<file path="src/rtl/alarm_ctrl.sv">
// rtl/alarm_ctrl.sv - alarm stage: settable BCD alarm time with ring/snooze FSM and buzzer beat
module alarm_ctrl #(
    parameter int RING_SECONDS   = 60,
    parameter int SNOOZE_SECONDS = 300
) (
    input  logic       clk,
    input  logic       clr,
    input  logic       sec_tick,
    input  logic [3:0] hour_h,
    input  logic [3:0] hour_l,
    input  logic [3:0] minute_h,
    input  logic [3:0] minute_l,
    input  logic [3:0] second_h,
    input  logic [3:0] second_l,
    input  logic       alarm_en,
    input  logic       inc_min,
    input  logic       inc_hour,
    input  logic       stop,
    input  logic       snooze,
    output logic [3:0] alarm_hour_h,
    output logic [3:0] alarm_hour_l,
    output logic [3:0] alarm_min_h,
    output logic [3:0] alarm_min_l,
    output logic       ringing,
    output logic       snoozing,
    output logic       buzzer
);

    localparam logic [1:0] S_IDLE   = 2'd0;
    localparam logic [1:0] S_RING   = 2'd1;
    localparam logic [1:0] S_SNOOZE = 2'd2;

    localparam logic [15:0] RING_LAST   = 16'(RING_SECONDS);
    localparam logic [15:0] SNOOZE_LAST = 16'(SNOOZE_SECONDS);

    logic [1:0]  r_state;
    logic [3:0]  r_ahh, r_ahl, r_amh, r_aml;
    logic [15:0] r_ring_cnt;
    logic [15:0] r_snz_cnt;
    logic        r_beat;

    logic [3:0]  w_ahh_nx, w_ahl_nx, w_amh_nx, w_aml_nx;
    logic [15:0] w_ring_inc, w_snz_inc;
    logic        w_match;

    assign w_ring_inc = r_ring_cnt + 16'd1;
    assign w_snz_inc  = r_snz_cnt + 16'd1;

    assign w_match = (hour_h == r_ahh) && (hour_l == r_ahl) &&
                     (minute_h == r_amh) && (minute_l == r_aml) &&
                     (second_h == 4'd0) && (second_l == 4'd0);

    // Minutes and hours roll independently; a minute wrap never carries into hours.
    always_comb begin
        w_aml_nx = r_aml;
        w_amh_nx = r_amh;
        if (inc_min) begin
            if (r_aml == 4'd9) begin
                w_aml_nx = 4'd0;
                w_amh_nx = (r_amh == 4'd5) ? 4'd0 : r_amh + 4'd1;
            end else begin
                w_aml_nx = r_aml + 4'd1;
            end
        end
    end

    always_comb begin
        w_ahl_nx = r_ahl;
        w_ahh_nx = r_ahh;
        if (inc_hour) begin
            if (r_ahh == 4'd2 && r_ahl == 4'd3) begin
                w_ahh_nx = 4'd0;
                w_ahl_nx = 4'd0;
            end else if (r_ahl == 4'd9) begin
                w_ahl_nx = 4'd0;
                w_ahh_nx = r_ahh + 4'd1;
            end else begin
                w_ahl_nx = r_ahl + 4'd1;
            end
        end
    end

    always_ff @(posedge clk) begin
        if (clr) begin
            r_state    <= S_IDLE;
            r_ahh      <= 4'd0;
            r_ahl      <= 4'd0;
            r_amh      <= 4'd0;
            r_aml      <= 4'd0;
            r_ring_cnt <= 16'd0;
            r_snz_cnt  <= 16'd0;
            r_beat     <= 1'b0;
        end else begin
            r_ahh <= w_ahh_nx;
            r_ahl <= w_ahl_nx;
            r_amh <= w_amh_nx;
            r_aml <= w_aml_nx;
            case (r_state)
                S_IDLE: begin
                    if (alarm_en && !stop && sec_tick && w_match) begin
                        r_state    <= S_RING;
                        r_ring_cnt <= 16'd0;
                        r_beat     <= 1'b1;
                    end
                end
                S_RING: begin
                    if (!alarm_en || stop) begin
                        r_state <= S_IDLE;
                    end else if (snooze) begin
                        r_state   <= S_SNOOZE;
                        r_snz_cnt <= 16'd0;
                    end else if (sec_tick) begin
                        r_ring_cnt <= w_ring_inc;
                        r_beat     <= ~r_beat;
                        if (w_ring_inc == RING_LAST) begin
                            r_state <= S_IDLE;
                        end
                    end
                end
                S_SNOOZE: begin
                    if (!alarm_en || stop) begin
                        r_state <= S_IDLE;
                    end else if (sec_tick) begin
                        r_snz_cnt <= w_snz_inc;
                        if (w_snz_inc == SNOOZE_LAST) begin
                            r_state    <= S_RING;
                            r_ring_cnt <= 16'd0;
                            r_beat     <= 1'b1;
                        end
                    end
                end
                default: r_state <= S_IDLE;
            endcase
        end
    end

    assign alarm_hour_h = r_ahh;
    assign alarm_hour_l = r_ahl;
    assign alarm_min_h  = r_amh;
    assign alarm_min_l  = r_aml;
    assign ringing      = (r_state == S_RING);
    assign snoozing     = (r_state == S_SNOOZE);
    assign buzzer       = ringing & r_beat;

endmodule

</file>
<file path="config.mk">
export PLATFORM = sky130hd
export DESIGN_NAME = alarm_ctrl
export DESIGN_NICKNAME = d
export VERILOG_FILES = /design/src/rtl/alarm_ctrl.sv
export SDC_FILE = /design/constraint.sdc
export NUM_CORES = 1
export LEC_CHECK = 0
export BUFFER_PORTS_ARGS = -buffer_cell sky130_fd_sc_hd__buf_2
export CORE_UTILIZATION = 57
export CTS_CLUSTER_SIZE = 16
export DETAILED_ROUTE_END_ITERATION = 8
export PLACE_DENSITY = 0.77
export SYNTH_ARGS = -nofsm -noshare
export SYNTH_HDL_FRONTEND = slang
export SYNTH_SLANG_ARGS = --single-unit
</file>
<file path="constraint.sdc">
create_clock -name clk -period 2.8 [get_ports clk]
set_input_delay 0.28 -clock clk [delete_from_list [all_inputs] [get_ports clk]]
set_output_delay 0.28 -clock clk [all_outputs]
set_load 0.05 [all_outputs]
</file>
==> Yosys cells after proc, flatten, opt, wreduce, memory -nomap -nowiden <==
Cells that the tools add are included.
W data, S select, Z words.
{ "word_totals": {"ff_bits": 51, "output_inout_bits": 19, "wordCells": 100} }
{ "classes": {"n_mux": 36, "n_bitwise": 2, "eq_ne": 25, "n_reduce_logical": 23, "add_sub_neg": 6} }
{ "ops": {"columns": ["op", "count"], "rows": [
  ["$mux W16", 11],
  ["$pmux W16 S3", 1],
  ["$add A16 B1 Y16 const B", 2],
  ["$pmux W16 S2", 1],
  ["$mux W4", 6],
  ["$add A4 B1 Y4 const B", 4],
  ["$eq A16 B6 Y1 const B", 1],
  ["$eq A16 B9 Y1 const B", 1],
  ["$eq A4 B4 Y1", 4],
  ["$mux W2", 8],
  ["$ne A2 B2 Y1 const B", 7],
  ["$reduce_and A5 Y1", 2],
  ["$logic_and A1 B1 Y1", 9],
  ["$eq A4 B2 Y1 const B", 2],
  ["$eq A4 B4 Y1 const B", 2],
  ["$logic_not A4 Y1", 2],
  ["$reduce_and A8 Y1", 1],
  ["$mux W1", 7],
  ["$pmux W2 S3", 1],
  ["$eq A4 B3 Y1 const B", 1],
  ["$ne A4 B2 Y1 const B", 1],
  ["$ne A4 B3 Y1 const B", 1],
  ["$reduce_and A2 Y1", 2],
  ["$reduce_bool A2 Y1", 2],
  ["other kinds (12)", 13]
]} }

==> Longest topological paths before layout <==
Gate-level depths: netlist of run 1.
{ "depth": {"depth_word": 9, "mapped_depth": 9, "mapped_depth_nobuf": 8} }

==> Least setup slack after synthesis of run 1 <==
OpenSTA, ideal clock, no wires.
{ "synth_timing": {"path_kind": "flip-flop to flip-flop", "from": "reg r_ahl[2], in the netlist alarm_hour_l[2]", "to": "reg r_ring_cnt[2]", "path_stages_with_launch": 9, "setup_slack_ns": 0.491, "arrival_ns": 2.177, "path_cell_list": "dfxtp_1 -> xnor2_1 -> nand4_1 -> nor4_1 -> a211oi_1 -> or2_2 -> buf_2 -> o31ai_1 -> a21oi_1"} }
{ "synth_between": {"elab_chain_cells": 9} }
{ "synth_rtl": {"columns": ["item", "line", "rtl"], "rows": [
  ["start: declaration", "37", "logic [3:0] r_ahh, r_ahl, r_amh, r_aml;"],
  ["start signal: assignment", "95", "r_ahl <= w_ahl_nx;"],
  ["$eq A4 B4 Y1", "49", "assign w_match = (hour_h == r_ahh) && (hour_l == r_ahl) &&"],
  ["$logic_and A1 B1 Y1 (2 in series)", "49", null],
  ["$logic_and A1 B1 Y1 (2 in series)", "50", "(minute_h == r_amh) && (minute_l == r_aml) &&"],
  ["$logic_and A1 B1 Y1", "51", "(second_h == 4'd0) && (second_l == 4'd0);"],
  ["$logic_and A1 B1 Y1", "100", "if (alarm_en && !stop && sec_tick && w_match) begin"],
  ["$ne A2 B2 Y1 (no source line)", null, null],
  ["$reduce_and A8 Y1 (no source line)", null, null],
  ["end signal: assignment", "113", "r_ring_cnt <= w_ring_inc;"],
  ["end: declaration", "38", "logic [15:0] r_ring_cnt;"]
]} }
Every way passes these cells.
A chain may end at the register's enable or synchronous reset.

==> Final worst setup path of run 1 <==
{ "layout_timing": {"from": "reg r_ring_cnt[0]", "to": "reg r_state[0]"} }
{ "layout_between": {"elab_chain_cells": 4} }
{ "layout_rtl": {"columns": ["item", "line", "rtl"], "rows": [
  ["$add A16 B1 Y16", "46", "assign w_ring_inc = r_ring_cnt + 16'd1;"],
  ["$eq A16 B6 Y1", "115", "if (w_ring_inc == RING_LAST) begin"],
  ["$ne A4 B2 Y1 (no source line)", null, null],
  ["$reduce_and A5 Y1 (no source line)", null, null],
  ["end signal: assignment", "116", "r_state <= S_IDLE;"],
  ["end signal: assignment", "122", "r_state <= S_IDLE;"],
  ["end signal: assignment", "126", "r_state <= S_RING;"],
  ["end: declaration", "36", "logic [1:0] r_state;"]
]} }
Every way passes these cells.

==> results of run 1 <==
==> per-stage QoR <==
stage	hold WS, ps	instance area, um2
after floorplan	427.6	3252
after global placement	478.7	3565
after detailed placement	500.9	3565
after CTS	245.4	3667
after global routing	256.6	3669
final	249.8	3669
==> per-layer routing <==
layer / up-vias / GRT usage (%) / wire length (um) / part of all wire (%)
met5: - / 0 / 0 / 0
li1: 1556 / - / - / -
met2: 75 / 44.07 / 3629 / 48
met4: 0 / 8.302 / 87 / 1.1
met1: 1444 / 33.70 / 3543 / 47
met3: 6 / 5.176 / 328 / 4.3
==> power breakdown <==
part	total (W)	switching, W	internal [W]
combinational	0.000108	0.0000647	0.0000434
sequential	0.000742	0.0000111	0.000731
clock	0.000504	0.000242	0.000262
total	0.00135	0.000317	0.00104
==> kinds of logic after synthesis <==
family,Yosys count
muxes,8
adders and majority gates,8
DFF,51
AOI/OAI and AO/OA,101
buffers and inverters,29
and+or+nand+nor,172
xor gates and xnor gates,33
==> layout make-up <==
| type | count | area (um2) | area share (%) |
|---|---|---|---|
| Tap cell | 72 | 90.09 | 2.456 |
| Inverter | 10 | 37.54 | 1.023 |
| Timing Repair Buffer | 58 | 310.3 | 8.458 |
| Sequential cell | 51 | 1021 | 27.83 |
| Clock inverter | 1 | 30.03 | 0.8186 |
| Clock buffer | 6 | 72.57 | 1.978 |
| Multi-Input combinational cell | 322 | 2107 | 57.44 |
==> worst max-delay path, cell delays in order (launching register included) <==
cell and delay [ps]:
dfxtp_1 350, ha_1 250, nand3_1 190, nor4b_1 450, buf_4 190, nand3_1 90, xnor2_1 160, nor4_1 430
o211ai_1 170, mux2i_1 150
==> timing repair <==
item,in CTS,in global routing
gates resized for setup,0,1
endpoints found under the setup margin,0,10
hold endpoints to repair,0,0
==> sequential cells by signal (all words and copies together) (netlist names) <==
| signal | count |
|---|---|
| r_beat | 1 |
| r_state | 2 |
| r_ring_cnt | 16 |
| alarm_min_h | 4 |
| alarm_hour_l | 4 |
| r_snz_cnt | 16 |
| alarm_hour_h | 4 |
| alarm_min_l | 4 |
==> cell usage in the layout, fill, tap and decap left out, types with 3 or more instances in the layout <==
cell,count
nor2b_1,3
nand3_1,14
ha_1,8
nand2_1,23
and4_1,3
nor3b_1,6
buf_2,50
a211oi_1,9
a31oi_1,4
xnor2_1,25
xor2_1,8
a311oi_1,4
buf_4,8
clkbuf_8,5
nand3b_1,6
and2_1,3
nor4_1,7
o21ai_0,25
nor2_1,46
a41oi_1,3
inv_1,10
nand4_1,12
mux2i_1,5
and3_1,7
a21oi_1,33
nor3_1,16
nand2b_1,8
a311oi_2,4
dfxtp_1,51
or2_2,3
o21a_1,3
==> final timing paths <==
path	slack, ps	endpoint	start	cells past startpoint
min reg2reg	510	r_snz_cnt[1]	r_snz_cnt[1]	2
min	250	alarm_min_l[0]	inc_min	3
max	260	r_state[0]	r_ring_cnt[0]	9
max reg2reg	260	r_state[0]	r_ring_cnt[0]	9
==> flow_summary_export.csv, run 1 <==
group,metric,value,unit
run_status,outcome,"finished clean",
logic_synthesis,synthMuxAreaShare,2.578,%
critical_path,worstPathArrival,2730,ps
clock_network,clk_pin_slew,90,ps
logic_synthesis,synth_area_leaders,"dfxtp_1 31%, xnor2_1 6.7%, nor2_1 5.3%, a21oi_1 5.1%, o21ai_0 3.8%",
power_and_ir_drop,power_density,369.1,nW/um2
power_and_ir_drop,p_leak,1.352,nW
sta,timing.final.ws_setup,263.8,ps
grt,first_global_vias,2843,
place,gp_congestion,0.8538,
layout,fin_nets,488,
sta,drv_slew,0,
floorplanning,die_area,6011,um2
logic_synthesis,synthXorXnorAreaFrac,8.888,%
critical_path,cp_max_fo,6,
clock_network,clk_root_buffer_cell,"clkbuf_8",
sta,tns,0,ps
logic_synthesis,synth_compound_area_share,20.47,%
clock_network,cts_inserted_buffers,5,
sta,fin_skew,6.020,ps
place,placed_cells,513,
grt,grt_max_degree,33,
clock_network,h-tree-depth,2,
logic_synthesis,syn_inst,402,
sta,tightestPinTransition,1057,ps
logic_synthesis,syn_area,3252,um2
logic_synthesis,syn_nets,442,
flow_run,drv_cap,0,
logic_synthesis,synth_common_cells,"51 x dfxtp_1, 46 x nor2_1, 33 x a21oi_1",
sta,max_slew_margin,29.24,%
critical_path,critPathKind,"flip-flop to flip-flop",
floorplanning,die_h,77.53,um
layout,drive_gt1_share,19.20,%
clock_network,clock_path_buffers,2,
sta,fin_crit_sh,90.58,%
sta,min_period,2536,ps
logic_synthesis,ys_async_sr_fraction,0,%
sta,final_hold_viol_count,0,
layout,antenna_cells,0,
route,num_vias,3081,
logic_synthesis,ys_seq_area_share,31.40,%
floorplanning,fp.coreArea,5507,um2
grt,antenna_found_initial,0,
logic_synthesis,yosysUniqueCellTypes,57,
grt,grt_pass1_wl,12860,um
layout,instances_no_fill,520,
logic_synthesis,yosys.area.top_type_share,31.40,%
clock_network,cts_tree,"done",
place,numPortBuffers,50,
critical_path,critPathCaptureType,"flip-flop",
place,pre_cts_ws,197.5,ps
logic_synthesis,ys.flop_type,"dfxtp_1",
route,wl,7589,um
floorplanning,pin_count,51,
clock_network,cts_setup_buffers,0,
route,via_per_inst,5.925,
logic_synthesis,synth_top_family_by_area,"simple AND/OR/NAND/NOR gates",
critical_path,required,3000,ps
grt,grt_usage,26.28,%
logic_synthesis,ys.warnings.count,0,
route,drc,0,
sta,setup_viol,0,
sta,fmax,0.3943,GHz
logic_synthesis,yosys.area_share.adder,3.078,%
logic_synthesis,synthMostInstantiatedCell,"dfxtp_1",
layout,n_fill_cell,469,
floorplanning,row_count,27,
route,first_iter_violations,235,
route,final_antenna_net_count,0,
grt,grt-ovfl-total,0,
floorplanning,initial_core_util,59.05,%
place,dp_hpwl,5438,um
logic_synthesis,synth_area_per_cell,8.089,um2
layout,fin_util,66.62,%
layout,area_growth,12.81,%
power_and_ir_drop,ir_drop,0.0002772,V
logic_synthesis,synth_edf_count,0,
clock_network,clock_sinks,51,
clock_network,ctsHoldBuffers,0,
logic_synthesis,ys_seq_elements,51,
worst_hold_path,hold_path.class,"primary input to flip-flop",
clock_network,clock_latency,310,ps
power_and_ir_drop,p_total,0.001354,W
logic_synthesis,synth_area_leader_cell,"dfxtp_1",
critical_path,start_kind,"flip-flop",
sta,rsz0062_at_grt,"no",
floorplanning,die_w,77.53,um
route,drt-wirelength-per-cell,14.59,um
route,drt_pre_antenna_iters,4,
logic_synthesis,yosys.area_share.simple,29.74,%
(Power assumes the default switching activity.)
==> run 2: changes to the inputs <==
--- a/config.mk
+++ b/config.mk
@@ -9,7 +9,8 @@
 export CORE_UTILIZATION = 57
 export CTS_CLUSTER_SIZE = 16
 export DETAILED_ROUTE_END_ITERATION = 8
-export PLACE_DENSITY = 0.77
+export PLACE_DENSITY = 0.91
+export RECOVER_POWER = 25
 export SYNTH_ARGS = -nofsm -noshare
 export SYNTH_HDL_FRONTEND = slang
 export SYNTH_SLANG_ARGS = --single-unit
==> run 2 against run 1 <==
- the run now ends with capacitance limit, slew limit left
- sequential power hardly changed
- sequential share of layout area hardly changed
- largest cell class unchanged
- highest routed layer unchanged
- total power is 8.2% higher
- setup slack worse by 92 ps
- register-to-register slack worse by 90 ps
- global-route usage is 1.3 points higher
==> flow_summary_export.csv, run 2 (same netlist as run 1, synthesis figures left out) <==
group,metric,value,unit
grt,grt_usage,27.60,%
clock_network,clock_latency,310,ps
critical_path,rr_worst_depth,8,
critical_path,required,2920,ps
route,drc,0,
floorplanning,pin_count,51,
sta,min_period,2628,ps
route,via_per_inst,6.295,
place,dp_hpwl,5655,um
place,numPortBuffers,50,
critical_path,worstPathArrival,2750,ps
layout,antenna_cells,0,
layout,area_growth,12.74,%
worst_hold_path,hold_start,"inc_min",
sta,fin_crit_sh,93.87,%
sta,tns,0,ps
clock_network,clk_pin_slew,100,ps
route,wl,8005,um
power_and_ir_drop,p_leak,1.293,nW
route,drt-wirelength-per-cell,15.42,um
clock_network,cts_tree,"done",
sta,tightestPinTransition,1622,ps
run_status,outcome,"complete, but fails checks",
critical_path,slowest_delay,420,ps
clock_network,clock_path_buffers,2,
floorplanning,die_h,77.53,um
critical_path,critPathKind,"flip-flop to flip-flop",
clock_network,clk_root_buffer_cell,"clkbuf_8",
route,first_iter_violations,293,
clock_network,h-tree-depth,2,
sta,fmax,0.3805,GHz
critical_path,r2r_slack,170,ps
clock_network,cts_inserted_buffers,5,
clock_network,clock_sinks,51,
worst_hold_path,hold_path.class,"primary input to flip-flop",
floorplanning,row_count,27,
layout,drive_gt1_share,15.88,%
layout,finalInstanceArea,3666,um2
route,num_vias,3267,
floorplanning,die_w,77.53,um
run_status,violations,"capacitance limit, slew limit",
worst_hold_path,hold_path_depth,3,
critical_path,cp_max_fo,10,
critical_path,worstPathCellList,"ha_1, nand3_4, nor4_4, mux2i_1, o2111ai_2, o21a_2, o21ai_0, a21oi_1",
route,drt_pre_antenna_iters,5,
route,final_antenna_net_count,0,
critical_path,cp_slowest_cell,"dfxtp_1",
sta,max_slew_margin,-8.110,%
layout,layout_common_cells,"51 x dfxtp_1, 46 x nor2_1, 36 x buf_2, 33 x a21oi_1",
layout,fin_nets,486,
flow_run,drv_cap,1,
sta,final_hold_viol_count,0,
layout,top_regs,"r_ring_cnt x16, r_snz_cnt x16",
grt,grt_max_degree,34,
power_and_ir_drop,power_density,399.6,nW/um2
grt,grt_pass1_wl,13550,um
sta,fin_skew,6.967,ps
grt,first_global_vias,3085,
critical_path,timing.rr.start,"r_snz_cnt[0]",
floorplanning,initial_core_util,59.05,%
sta,setup_viol,0,
floorplanning,die_area,6011,um2
power_and_ir_drop,ir_drop,0.0002775,V
critical_path,critPathCaptureType,"flip-flop",
place,dpl-instance-area,3550,um2
grt,antenna_found_initial,0,
sta,rsz0062_at_grt,"no",
grt,grt-ovfl-total,0,
place,gp_congestion,0.8476,
worst_hold_path,min_to,"alarm_min_l[0]",
critical_path,start_kind,"flip-flop",
critical_path,r2r_end,"r_ring_cnt[14]",
sta,drv_slew,34,
layout,final_common_cell,"dfxtp_1",
floorplanning,fp.coreArea,5507,um2
-- run 2: changes by cell type in the layout (fill, tap and decap cells not counted) --
cell / previous run / this run
clkbuf_1: 1 / 15
buf_4: 8 / 5
buf_2: 50 / 36
bufinv_16: 1 / 2
clkinvlp_4: 0 / 1
-- run 2: timing repair --
item / CTS / global route
endpoints found under the setup margin: 0 / 13
setup buffers: 0 / 0
gates resized for setup: 0 / 1
hold buffers: 0 / 0
-- run 2: routing by layer --
metal  part of all wire (%)  vias up  routed length, um  track usage [%]
met5                      0        -                  0                0
met4                    1.5        0                120            12.83
met3                    6.1       20                487            6.000
met2                     50      137               4041            46.99
met1                     42     1553               3356            32.92
li1                       -     1557                  -                -
-- run 2: power breakdown --
part	leakage, nW	internal (W)	switching, W
registers	0.412	0.000731	0.0000115
logic	0.817	0.0000416	0.0000654
clock network	0.0644	0.000356	0.000259
total	1.29	0.00113	0.000336
-- run 2: worst max-delay path by stage --
stage,startpoint,end,slack [ps],cells after the start
2_1_floorplan,alarm_hour_l[2],r_ring_cnt[2],490,8
3_3_place_gp,r_snz_cnt[0],r_beat,300,8
3_5_place_dp,r_snz_cnt[0],r_beat,150,8
4_1_cts,r_snz_cnt[0],r_ring_cnt[14],100,8
5_1_grt,r_snz_cnt[0],r_ring_cnt[14],70,8
6_report,r_snz_cnt[0],r_ring_cnt[14],170,8
-- run 2: worst max-delay path: cells and delay by family (launching register included) --
family / cells / cell delay (ps)
adders and majority gates: 1 / 310
AOI/OAI and AO/OA: 4 / 900
muxes: 1 / 250
DFF: 1 / 420
and+or+nand+nor: 2 / 530
-- run 2: final cells by class --
cell class / count / area, um2
clock inverters: 3 / 67.56
inverters: 10 / 37.54
multi-input cells: 322 / 2107
fillers: 438 / 1841
well taps: 72 / 90.09
clock buffers: 5 / 68.82
repair buffers: 56 / 274.0
flip-flops and latches: 51 / 1021
-- run 2: metrics by stage --
step / hold WS, ps / total power, W / util, % / worst slack, ps / instances
after floorplan: 427.6 / 0.0008248 / - / 490.8 / 402
after global placement: 480.5 / 0.0008643 / 64.46 / 296.3 / 511
after detailed placement: 503.0 / 0.0008676 / 64.46 / 147.6 / 511
after CTS: 254.3 / 0.001467 / 66.94 / 101.0 / 519
after global routing: 274.0 / 0.001502 / 66.58 / 66.30 / 519
final: 255.2 / 0.001465 / 66.58 / 171.6 / 519
